===== config.mk =====
export PLATFORM = sky130hd
export DESIGN_NAME = uart_mem_loader
export DESIGN_NICKNAME = d
export VERILOG_FILES = /design/src/rtl/uart_mem_loader.sv
export SDC_FILE = /design/constraint.sdc
export NUM_CORES = 1
export LEC_CHECK = 0
export ABC_AREA = 1
export ABC_CLOCK_PERIOD_IN_PS = 3650
export CAP_MARGIN = 20
export CORE_ASPECT_RATIO = 1.75
export CORE_MARGIN = 2
export CORE_UTILIZATION = 30
export DETAILED_ROUTE_END_ITERATION = 12
export PLACE_DENSITY_LB_ADDON = 0.25
export SLEW_MARGIN = 20
export SYNTH_ARGS = -nofsm -noshare
export SYNTH_HDL_FRONTEND = slang
export SYNTH_SLANG_ARGS = --single-unit

===== constraint.sdc =====
create_clock -name clk -period 3.65 [get_ports clk]
set_input_delay 0.5475 -clock clk [delete_from_list [all_inputs] [get_ports clk]]
set_output_delay 0.5475 -clock clk [all_outputs]
set_load 0.03 [all_outputs]

===== src/rtl/uart_mem_loader.sv =====
// rtl/uart_mem_loader.sv - length-prefixed UART byte stream loader into sequential memory words
module uart_mem_loader #(
  parameter int DATA_WIDTH = 16,
  parameter int ADDR_WIDTH = 12,
  parameter int BASE_ADDR  = 0
) (
  input  logic                  clk,
  input  logic                  rst,
  input  logic                  start,
  input  logic                  byteValid,
  input  logic [7:0]            byteIn,
  output logic                  memWrEn,
  output logic [ADDR_WIDTH-1:0] memAddr,
  output logic [DATA_WIDTH-1:0] memData,
  output logic                  busy,
  output logic                  done,
  output logic                  error,
  output logic [15:0]           wordCount
);

  localparam int          BYTES = DATA_WIDTH / 8;
  localparam logic [32:0] LIMIT = 33'd1 << ADDR_WIDTH;

  typedef enum logic [2:0] {S_IDLE, S_LEN_HI, S_LEN_LO, S_DATA, S_DONE, S_ERR} state_t;

  state_t                r_state, w_state_n;
  logic [15:0]           r_len, w_len_n;
  logic [DATA_WIDTH-1:0] r_shift, w_shift_n;
  logic [1:0]            r_bidx, w_bidx_n;
  logic [15:0]           r_wcnt, w_wcnt_n;
  logic                  r_wr, w_wr_n;
  logic [ADDR_WIDTH-1:0] r_addr, w_addr_n;
  logic [DATA_WIDTH-1:0] r_data, w_data_n;
  logic                  r_busy, r_done, r_error;

  logic [15:0]           w_len_full;
  logic [32:0]           w_need;
  logic [DATA_WIDTH-1:0] w_word;

  assign w_len_full = {r_len[15:8], byteIn};
  assign w_need     = 33'(BASE_ADDR) + {17'd0, w_len_full};
  // Shifting left by a byte drops the oldest byte, so only the last BYTES bytes survive.
  assign w_word     = (r_shift << 8) | DATA_WIDTH'(byteIn);

  always_comb begin
    w_state_n = r_state;
    w_len_n   = r_len;
    w_shift_n = r_shift;
    w_bidx_n  = r_bidx;
    w_wcnt_n  = r_wcnt;
    w_wr_n    = 1'b0;
    w_addr_n  = r_addr;
    w_data_n  = r_data;
    if (start) begin
      w_state_n = S_LEN_HI;
      w_shift_n = '0;
      w_bidx_n  = 2'd0;
      w_wcnt_n  = 16'd0;
    end else if (byteValid) begin
      unique case (r_state)
        S_LEN_HI: begin
          w_len_n   = {byteIn, r_len[7:0]};
          w_state_n = S_LEN_LO;
        end
        S_LEN_LO: begin
          w_len_n = w_len_full;
          if (w_len_full == 16'd0) begin
            w_state_n = S_DONE;
          end else if (w_need > LIMIT) begin
            w_state_n = S_ERR;
          end else begin
            w_state_n = S_DATA;
            w_bidx_n  = 2'd0;
            w_wcnt_n  = 16'd0;
            w_shift_n = '0;
          end
        end
        S_DATA: begin
          w_shift_n = w_word;
          if (r_bidx == 2'(BYTES - 1)) begin
            w_wr_n   = 1'b1;
            w_data_n = w_word;
            w_addr_n = ADDR_WIDTH'(BASE_ADDR) + ADDR_WIDTH'(r_wcnt);
            w_wcnt_n = r_wcnt + 16'd1;
            w_bidx_n = 2'd0;
            if (r_wcnt + 16'd1 == r_len) w_state_n = S_DONE;
          end else begin
            w_bidx_n = r_bidx + 2'd1;
          end
        end
        default: ;
      endcase
    end
  end

  always_ff @(posedge clk or negedge rst) begin
    if (!rst) begin
      r_state <= S_IDLE;
      r_len   <= 16'd0;
      r_shift <= '0;
      r_bidx  <= 2'd0;
      r_wcnt  <= 16'd0;
      r_wr    <= 1'b0;
      r_addr  <= '0;
      r_data  <= '0;
      r_busy  <= 1'b0;
      r_done  <= 1'b0;
      r_error <= 1'b0;
    end else begin
      r_state <= w_state_n;
      r_len   <= w_len_n;
      r_shift <= w_shift_n;
      r_bidx  <= w_bidx_n;
      r_wcnt  <= w_wcnt_n;
      r_wr    <= w_wr_n;
      r_addr  <= w_addr_n;
      r_data  <= w_data_n;
      r_busy  <= (w_state_n == S_LEN_HI) || (w_state_n == S_LEN_LO) || (w_state_n == S_DATA);
      r_done  <= (w_state_n == S_DONE);
      r_error <= (w_state_n == S_ERR);
    end
  end

  assign memWrEn   = r_wr;
  assign memAddr   = r_addr;
  assign memData   = r_data;
  assign busy      = r_busy;
  assign done      = r_done;
  assign error     = r_error;
  assign wordCount = r_wcnt;

endmodule


Word-level counts from Yosys, hierarchy flattened --
Index checks and enable logic that the tools add are counted.
Storage, ports and cells: input bits 12, logic and storage cells 69, bits in registers 77, output and inout port bits 48
Cells by class: bitwise gates (word level) 4, reduce and logical (&&, ||, !) cells 10, magnitude comparators 1, add/subtract/negate cells 2, mux-type cells 27, equal/unequal tests 13
Operator list (count):
- $mux W16 | 5
- $pmux W16 S2 | 2
- $mux W3 | 6
- $add A16 B1 Y16 const B | 1
- $eq A16 B16 Y1 | 1
- $gt A16 B13 Y1 const B | 1
- $logic_not A16 Y1 | 1
- $mux W8 | 2
- $or A16 B8 Y16 | 1
- $pmux W8 S2 | 1
- $reduce_and A4 Y1 | 4
- $eq A3 B2 Y1 const B | 4
- $mux W2 | 5
- $ne A3 B3 Y1 const B | 3
- $pmux W3 S3 | 1
- $eq A3 B1 Y1 const B | 2
- $eq A3 B3 Y1 const B | 2
- $reduce_and A5 Y1 | 1
- $mux W1 | 4
- $pmux W2 S2 | 1
- $not A1 Y1 | 3
- $reduce_bool A3 Y1 | 1
- $add A2 B1 Y2 const B | 1
- $eq A2 B1 Y1 const B | 1
- 2 further kinds | 3

Longest topological paths before layout --
Gate-level depths: netlist of run 1.
word-level depth 10, mapped depth 18, depth with buffers taken out 18

Worst setup path before layout of run 1 --
Ideal clock, no wire load.
path type register -> register, from register r_wcnt[0], in the netlist wordCount[0], to register r_busy, in the netlist busy, cell stages (with the launch flop) 19, setup time 0.119 ns, clock period less this slack 2.187 ns, buffers on the path 0, data required time 3.531 ns, arrival time 2.068 ns, slack 1.463 ns, cell sequence dfrtp_1 > ha_1 > nand2_2 > nor2_4 > nand2_1 > nand2_1 > nand2_1 > nand2_1 > nand2_1 > nor2_1 > nand2_1 > nor2_1 > nand3_1 > nand2_1 > nand2_1 > nand2_1 > nand2_1 > nor2_1 > nor2_1
On the way: cells in the longest elaborated chain, start to end 10, elaborated cells between the ends (all ways) 12, those cells by class add/sub: 1; eq/ne: 4; mux: 5; reduce/logical: 2
Ends and longest elaborated chain:
- from (decl) | line 30 | logic [15:0] r_wcnt, w_wcnt_n;
- from (signal assigned) | line 114 | r_wcnt <= w_wcnt_n;
- $add A16 B1 Y16 * | line 86 | if (r_wcnt + 16'd1 == r_len) w_state_n = S_DONE;
- $eq A16 B16 Y1 * | line 86
- $mux W3 * | line 86
- $mux W3 * | line 80 | if (r_bidx == 2'(BYTES - 1)) begin
- $pmux W3 S3 * | line 60 | unique case (r_state)
- $mux W3 * | line 59 | end else if (byteValid) begin
- $mux W3 * | line 54 | if (start) begin
- net w_state_n[1] | line 26 | state_t r_state, w_state_n;
- $eq A3 B1 Y1 / $eq A3 B2 Y1 (equally long branches) | line 118 | r_busy <= (w_state_n == S_LEN_HI) || (w_state_n == S_LEN_LO) || (w_state_n == S_DATA);
- $logic_or A1 B1 Y1 | line 118
- $logic_or A1 B1 Y1 * | line 118
- to (signal assigned) | line 118
- to (decl) | line 34 | logic r_busy, r_done, r_error;
Mark *: on every way through the listed nets, which the timed path passes. The rest lies on a longest branch. A chain may end at the register's enable or synchronous reset.

Worst setup path in the final report of run 1 --
Same ends and word-level chain as after synthesis.

==> flow_summary_export.csv, run 1 <==
group,metric,value,unit
critical_path,worstPathRequired,3.88,ns
die,rows,54,
synth,ys_warn_count,0,
grt,track_usage,15.9,%
sta,setup-violations-final,0,
die,ioPinCount,60,
sta,fmax,394,MHz
power_and_ir_drop,p_total,2.36,mW
sta,hold_viol_final,0,
synth,syn_area,3870,um2
power_and_ir_drop,leakage,2.23,nW
synth,synth-seq-area-share,49.8,%
placement,place_ws,0.859,ns
final_layout,fin_nets,583,
sta,finalCritPeriodShare,69.5,%
route,dr.pass1.iters,4,
synth,synth-adder-area-share,0.323,%
route,drtIter0Drc,208,
final_layout,utilization,39.7,%
sta,slew_headroom,65.0,%
die,die_area,13900,um2
final_layout,final_common_cell,"nand2_1",
clock_network,postCtsSetupBuffers,0,
clock_network,clockRootBuffer,"clkbuf_16",
die,die_h,154,um
route,vias_per_cell,4.70,
sta,skew,0.00714,ns
sta,min_period,2.54,ns
sta,timing.final.ws_setup,1.11,ns
power_and_ir_drop,vdd_drop_max,0.236,mV
synth,syn_nets,519,
die,initial_core_util,31.0,%
critical_path,critPathKind,"reg2reg",
critical_path,cp.arrival,2.76,ns
clock_network,clkTransAtPathRegs,0.07,ns
route,vias,3495,
sta,slew_viol_final,0,
final_layout,final_cell_mix,"169 x nand2_1, 77 x dfrtp_1, 61 x o21ai_0",
die,design.core.area,12500,um2
synth,yosys-mux-area-fraction,0,%
sta,rsz0062_at_grt,"no",
clock_network,cts_tree,"done",
placement,dpl.hpwl,7890,um
final_layout,n_antenna_cell,0,
route,wl,10500,um
clock_network,post_cts_resized,0,
clock_network,cts_sinks,77,
sta,finalSetupTns,0,ns
synth,synth-compound-area-share,11.1,%
clock_network,cts_max_level,3,
critical_path,cp-start-kind,"flip-flop",
power_and_ir_drop,p_per_area,476,nW/um2
route,drtAntennaViolNets,0,
grt,grt-ovfl-total,0,
synth,ys_types,30,
critical_path,path_max_fanout,9,
grt,first_global_vias,3490,
flow_run,drv_cap,0,
clock_network,cts-buffers-inserted,9,
route,drt-wirelength-per-cell,14.2,um
synth,synthSimpleGateAreaFrac,30.6,%
clock_network,clock_path_buffers,2,
final_layout,drive_gt1_share,6.96,%
synth,synth_xor_area_share,1.26,%
synth,syn_avg_cell_area,7.65,um2
placement,portBuffers,59,
final_layout,area_delta_synth_final,28.4,%
clock_network,clock_latency,0.34,ns
clock_network,hold_buffers,0,
grt,grt_antenna_before_repair,0,
route,drc,0,
sta,worst_pin_slew,0.522,ns
run_status,status,"complete, no violations",
hold_path,hold_class,"in2async",
grt,grt_pass1_wl,17500,um
die,dieWidth,89.9,um
grt,grt_max_degree,78,
synth,postSynthCellCount,506,
synth,ys_ff_latch,77,
critical_path,crit_path_end_kind,"flip-flop",
placement,gp_congestion,0.929,
synth,synth_top_family_by_area,"simple AND/OR/NAND/NOR gates",
-- per-layer routing --
layer | global-route usage, % | part of all wire (%) | vias to the layer above
met4 | 8.13 | 3.2 | 0
met3 | 2.83 | 3.6 | 19
met2 | 29.8 | 54 | 77
met5 | 0 | 0 | -
met1 | 16.8 | 40 | 1637
li1 | - | - | 1762
-- where the power goes --
group	total (mW)	switching (mW)	internal [mW]
Combinational	0.473	0.286	0.187
Clock	0.863	0.390	0.473
Sequential	1.03	0.0855	0.943
Total	2.36	0.761	1.60
-- kinds of logic after synthesis --
family          count (synthesis)
compound gates                 80
buf+inv                        70
fa+ha+maj                       1
flops                          77
simple gates                  274
xor+xnor                        4
-- worst max-delay path, cell delays in order (launching register included) --
cell and delay (ns):
dfrtp_1 0.57, ha_1 0.27, nand2_2 0.10, nor2_4 0.22
nand2_1 0.10, nand2_1 0.09, nand2_1 0.05, nand2_1 0.10
nand3b_1 0.08, nor2_1 0.19, nand2_1 0.08, nor2_1 0.10
nand3_1 0.08, nand2_1 0.10, nand2_2 0.06, a21oi_2 0.17
nor2_1 0.07
-- area by class of cell --
cell class                      instances  area [um2]
Clock inverter                          6        52.6
Fill cell                            1303        7530
Sequential cell                        77        1930
Multi-Input combinational cell        359        1680
Timing Repair Buffer                   65         653
Inverter                               58         218
Tap cell                              168         210
Clock buffer                           10         229
-- metrics by stage --
stage	cells	hold slack [ns]	instance area, um2
2_1_floorplan	506	0.252	3870
3_3_place_gp	726	0.464	4660
3_5_place_dp	726	0.472	4660
4_1_cts	742	0.411	4940
5_1_grt	743	0.116	4970
6_report	743	0.0931	4970
-- synth_stat cells, drive strengths merged --
library cell  number  area share, %
a211oi             1           0.19
a21boi             1           0.19
a21oi              5           0.84
a22o               1           0.23
buf                2           0.26
clkbuf            10            1.0
dfrtp             77             50
ha                 1           0.32
inv               58            5.6
nand2            177             18
nand3             34            4.5
nand3b             7            1.4
nand4             11            1.8
nor2              43            5.1
nor3               1           0.13
nor4               1           0.16
o21ai             63            8.1
o22ai              8            1.3
o31ai              1           0.19
xnor2              1           0.23
xnor3              1           0.58
xor2               2           0.45
-- worst paths after layout --
kind | startpoint | to | slack [ns] | cells after the start
worst min register to register | memAddr[4] | memAddr[4] | 0.48 | 2
worst max-delay path | wordCount[0] | busy | 1.11 | 16
worst max register to register | wordCount[0] | busy | 1.11 | 16
worst min-delay path | rst | memData[9] | 0.09 | 1
min in group clk | memAddr[4] | memAddr[4] | 0.48 | 2
max in group asynchronous | rst | memWrEn | 2.99 | 2
-- state kept, by name, indices dropped and copies added, names as in the netlist --
name and count:
memWrEn 1, memData 16, r_state 3, r_shift 8, memAddr 12, error 1
busy 1, wordCount 16, r_len 16, r_bidx 2, done 1
Note: power is estimated with default switching activity, not from simulation.
==> run 2, diff against run 1 <==
--- a/config.mk
+++ b/config.mk
@@ -6,7 +6,7 @@
 export NUM_CORES = 1
 export LEC_CHECK = 0
 export ABC_AREA = 1
-export ABC_CLOCK_PERIOD_IN_PS = 3650
+export ABC_CLOCK_PERIOD_IN_PS = 2500
 export CAP_MARGIN = 20
 export CORE_ASPECT_RATIO = 1.75
 export CORE_MARGIN = 2
==> constraint.sdc (replaced) <==
create_clock -name clk -period 2.5 [get_ports clk]
set_input_delay 0.375 -clock clk [delete_from_list [all_inputs] [get_ports clk]]
set_output_delay 0.375 -clock clk [all_outputs]
set_load 0.03 [all_outputs]
==> flow_summary_export.csv, run 2 (synthesis results as in run 1) <==
group,metric,value,unit
grt,grt_max_degree,44,
sta,rsz0062_at_grt,"no",
power_and_ir_drop,p_clk_share,37.5,%
final_layout,multi_input_area,1690,um2
sta,slew_viol_final,0,
route,drc,0,
clock_network,cts_max_level,3,
route,wl,10600,um
sta,min_period,2.23,ns
power_and_ir_drop,leakage,2.30,nW
critical_path,rr_startpoint,"wordCount[0]",
final_layout,area_delta_synth_final,31.6,%
power_and_ir_drop,pwr-share-seq,42.4,%
clock_network,clkTransAtPathRegs,0.06,ns
clock_network,clockRootBuffer,"clkbuf_16",
route,drt-wirelength-per-cell,14.0,um
power_and_ir_drop,power_frac_comb,20.1,%
sta,finalCritPeriodShare,89.0,%
route,drtAntennaViolNets,0,
hold_path,hold_class,"in2async",
clock_network,clock_path_buffers,2,
clock_network,cts_sinks,77,
sta,timing.final.ws_setup,0.274,ns
placement,place_ws,0.121,ns
final_layout,drive_gt1_share,9.35,%
sta,finalSetupTns,0,ns
critical_path,r2r_slack,0.27,ns
critical_path,reg2regPathDepth,13,
die,rows,54,
critical_path,crit_path_end_kind,"flip-flop",
critical_path,reg2reg_to,"busy",
placement,portBuffers,59,
clock_network,clock_latency,0.33,ns
final_layout,fillers,1287,
power_and_ir_drop,p_per_area,689,nW/um2
clock_network,cts-buffers-inserted,9,
grt,first_global_vias,3479,
route,dr.pass1.iters,4,
grt,grt_pass1_wl,17400,um
sta,setup-violations-final,0,
die,dieWidth,89.9,um
final_layout,regArea,1930,um2
critical_path,path_max_fanout,8,
sta,skew,0.00978,ns
sta,slew_headroom,63.7,%
grt,grt_antenna_before_repair,0,
grt,track_usage,15.9,%
placement,gp_congestion,0.979,
die,design.core.area,12500,um2
route,vias,3519,
final_layout,final_cell_mix,"169 x nand2_1, 76 x dfrtp_1, 60 x o21ai_0",
critical_path,cp.arrival,2.44,ns
placement,dpl.hpwl,8200,um
power_and_ir_drop,vdd_drop_max,0.412,mV
critical_path,worstPathRequired,2.72,ns
route,vias_per_cell,4.65,
run_status,status,"complete, no violations",
clock_network,hold_buffers,0,
flow_run,drv_cap,0,
die,initial_core_util,31.0,%
grt,grt-ovfl-total,0,
sta,hold_viol_final,0,
power_and_ir_drop,p_sw,1.04,mW
final_layout,final_common_cell,"nand2_1",
final_layout,utilization,40.7,%
critical_path,critPathKind,"reg2reg",
sta,worst_pin_slew,0.545,ns
clock_network,cts_tree,"done",
critical_path,cp-start-kind,"flip-flop",
route,drtIter0Drc,138,
die,die_h,154,um
final_layout,fin_nets,596,
die,ioPinCount,60,
power_and_ir_drop,internal_power,2.47,mW
power_and_ir_drop,swShare,29.7,%
die,die_area,13900,um2
final_layout,n_antenna_cell,0,
sta,fmax,449,MHz
run 2: per-layer routing:
metal / wire length, um / track usage [%] / vias up
met1: 4150 / 16.9 / 1627
met4: 303 / 7.55 / 0
met2: 5850 / 30.4 / 81
met3: 301 / 2.29 / 21
met5: 0 / 0 / -
li1: - / - / 1790
run 2: worst max-delay path by stage:
stage	start	end	slack, ns
floorplan	wordCount[0]	busy	0.31
global placement	byteIn[5]	wordCount[10]	0.14
detailed placement	byteIn[5]	wordCount[10]	0.12
CTS	wordCount[1]	busy	0.20
global route	wordCount[3]	done	0.009
finish	wordCount[0]	busy	0.27
run 2: stage by stage:
stage | total power [mW] | hold WS [ns] | instance area, um2 | std cells
2_1_floorplan | 1.93 | 0.0794 | 3870 | 506
3_3_place_gp | 2.21 | 0.393 | 4770 | 739
3_5_place_dp | 2.22 | 0.407 | 4770 | 739
4_1_cts | 3.55 | 0.0478 | 5070 | 755
5_1_grt | 3.69 | 0.0700 | 5090 | 756
6_report | 3.51 | 0.0203 | 5090 | 756
run 2: final cells by class:
type / instances / area share (%)
inverter: 58 / 4.28
multi-input combinational: 359 / 33.2
sequential: 77 / 37.9
clock inverter: 4 / 1.08
clock buffer: 12 / 4.84
timing repair buffer: 78 / 14.6
tap: 168 / 4.13
run 2: worst max-delay path, cell delays in order (launching register included):
cell and delay, ns:
dfrtp_1 0.35, buf_4 0.17, nand3_1 0.13, nor2_1 0.23, nand3_1 0.24, xor2_1 0.22
nand2_1 0.07, nand3_1 0.10, nor2_1 0.11, nand3_1 0.09, nand2_1 0.08, nand2_2 0.07
a21oi_2 0.17, nor2_1 0.07
run 2: power groups by stage:
stage / clock network [mW] / registers, mW / logic, mW
2_1_floorplan: 0 / 1.58 / 0.351
3_3_place_gp: 0 / 1.51 / 0.701
3_5_place_dp: 0 / 1.51 / 0.713
4_1_cts: 1.34 / 1.49 / 0.717
5_1_grt: 1.39 / 1.51 / 0.787
6_report: 1.32 / 1.49 / 0.705
run 2: repair_timing:
| item | CTS | global route |
|---|---|---|
| gates resized for setup | 0 | 5 |
| endpoints found under the setup margin | 0 | 2 |
| buffers inserted | 0 | 1 |
==> run 3, diff against run 2 <==
--- a/config.mk
+++ b/config.mk
@@ -8,11 +8,11 @@
 export ABC_AREA = 1
 export ABC_CLOCK_PERIOD_IN_PS = 2500
 export CAP_MARGIN = 20
-export CORE_ASPECT_RATIO = 1.75
+export CORE_ASPECT_RATIO = 2
 export CORE_MARGIN = 2
 export CORE_UTILIZATION = 30
 export DETAILED_ROUTE_END_ITERATION = 12
-export PLACE_DENSITY_LB_ADDON = 0.25
+export PLACE_DENSITY = 0.58
 export SLEW_MARGIN = 20
 export SYNTH_ARGS = -nofsm -noshare
 export SYNTH_HDL_FRONTEND = slang
==> flow_summary_export.csv, run 3 (synthesis results as in run 1) <==
group,metric,value,unit
placement,dpl.hpwl,8230,um
critical_path,reg2regPathDepth,16,
route,wl,10900,um
power_and_ir_drop,power_frac_comb,19.3,%
sta,rsz0062_at_grt,"no",
critical_path,critPathKind,"reg2reg",
route,drt-wirelength-per-cell,14.7,um
die,dieWidth,84.3,um
sta,fmax,449,MHz
run_status,status,"complete, no violations",
die,die_area,13900,um2
route,dr.pass1.iters,4,
power_and_ir_drop,p_total,3.63,mW
die,ioPinCount,60,
critical_path,cp-start-kind,"flip-flop",
final_layout,drive_gt1_share,8.69,%
critical_path,cp.arrival,2.46,ns
critical_path,worstPathRequired,2.73,ns
die,design.core.area,12600,um2
sta,holdWs,0.417,ns
flow_run,drv_cap,0,
sta,slew_viol_final,0,
route,drtIter0Drc,165,
route,drtAntennaViolNets,0,
placement,gp_congestion,0.857,
sta,finalSetupTns,0,ns
clock_network,clkTransAtPathRegs,0.06,ns
die,die_h,165,um
sta,finalCritPeriodShare,89.1,%
route,drc,0,
power_and_ir_drop,vdd_drop_max,0.610,mV
power_and_ir_drop,pwr-share-seq,41.0,%
grt,grt-ovfl-total,0,
grt,track_usage,16.6,%
sta,worst_pin_slew,0.491,ns
die,initial_core_util,30.8,%
critical_path,path_max_fanout,4,
hold_path,hold_class,"in2async",
final_layout,n_antenna_cell,0,
grt,grt_antenna_before_repair,0,
final_layout,final_cell_mix,"169 x nand2_1, 77 x dfrtp_1, 61 x o21ai_0",
route,vias,3564,
clock_network,clock_path_buffers,2,
die,rows,58,
grt,grt_pass1_wl,18000,um
sta,setup-violations-final,0,
clock_network,clock_latency,0.34,ns
final_layout,fin_nets,595,
final_layout,final_common_cell,"nand2_1",
sta,hold_viol_final,0,
critical_path,crit_path_end_kind,"flip-flop",
final_layout,utilization,40.4,%
sta,slew_headroom,67.1,%
final_layout,fillers,1302,
placement,portBuffers,59,
power_and_ir_drop,swShare,28.8,%
sta,skew,0.00698,ns
sta,min_period,2.23,ns
power_and_ir_drop,p_per_area,716,nW/um2
power_and_ir_drop,leakage,2.32,nW
final_layout,area_delta_synth_final,31.2,%
clock_network,clockRootBuffer,"clkbuf_16",
power_and_ir_drop,internal_power,2.58,mW
clock_network,cts_tree,"done",
route,vias_per_cell,4.84,
clock_network,cts_sinks,77,
power_and_ir_drop,p_clk_share,39.6,%
power_and_ir_drop,p_sw,1.05,mW
clock_network,cts-buffers-inserted,9,
grt,grt_max_degree,67,
clock_network,cts_max_level,3,
grt,first_global_vias,3683,
[run 3: metrics by stage]
| stage | std cells | setup WS [ns] | area (um2) |
|---|---|---|---|
| 6_report | 737 | 0.272 | 5080 |
| 4_1_cts | 737 | 0.256 | 5080 |
| 5_1_grt | 737 | 0.0511 | 5080 |
| 3_5_place_dp | 720 | 0.173 | 4740 |
| 2_1_floorplan | 506 | 0.313 | 3870 |
| 3_3_place_gp | 720 | 0.190 | 4740 |
[run 3: path summary, 6_finish.rpt]
check	startpoint	to	slack [ns]
worst max-delay path	wordCount[1]	busy	0.27
worst min-delay path	rst	memData[10]	0.42
worst max register to register	wordCount[1]	busy	0.27
worst min register to register	memAddr[5]	memAddr[5]	0.48
max in group asynchronous	rst	wordCount[11]	1.49
min in group clk	memAddr[5]	memAddr[5]	0.48
[run 3: power by group through the flow]
stage | sequential [mW] | combinational [mW] | clock [mW]
after floorplan | 1.58 | 0.351 | 0
after global placement | 1.51 | 0.695 | 0
after detailed placement | 1.51 | 0.704 | 0
after CTS | 1.49 | 0.711 | 1.46
after global routing | 1.51 | 0.793 | 1.51
final | 1.49 | 0.702 | 1.44
[run 3: timing repair]
item	4_1_cts	5_1_grt
setup buffers	0	0
endpoints found under the hold margin	11	0
gates resized for setup	0	0
hold buffers	1	0
setup endpoints to repair	0	0
[run 3: area by class of cell]
type | instances | area (um2) | area share (%)
Sequential cell | 77 | 1930 | 38.0
Multi-Input combinational cell | 359 | 1680 | 33.1
Timing Repair Buffer | 77 | 738 | 14.5
Clock buffer | 12 | 256 | 5.05
Inverter | 58 | 218 | 4.29
Tap cell | 150 | 188 | 3.70
Clock inverter | 4 | 70.1 | 1.38
[run 3: metal layers]
| layer | GRT usage [%] | share of wire [%] |
|---|---|---|
| met5 | 0 | 0 |
| met4 | 8.50 | 3.7 |
| met3 | 2.45 | 3.2 |
| met2 | 31.2 | 55 |
| met1 | 17.6 | 38 |
[run 3: worst max-delay path: stages, from the launching register on]
cell,delay (ns)
dfrtp_1,0.35
ha_1,0.20
nand3_1,0.15
nor2_2,0.24
nand2_1,0.08
nand2_1,0.16
nor2_1,0.06
nor2_1,0.10
nand2_1,0.05
nor2_1,0.15
nand3_1,0.10
nand2_1,0.09
nand2_1,0.09
nand2_1,0.07
nand2_1,0.06
nor2_1,0.10
nor2_1,0.05
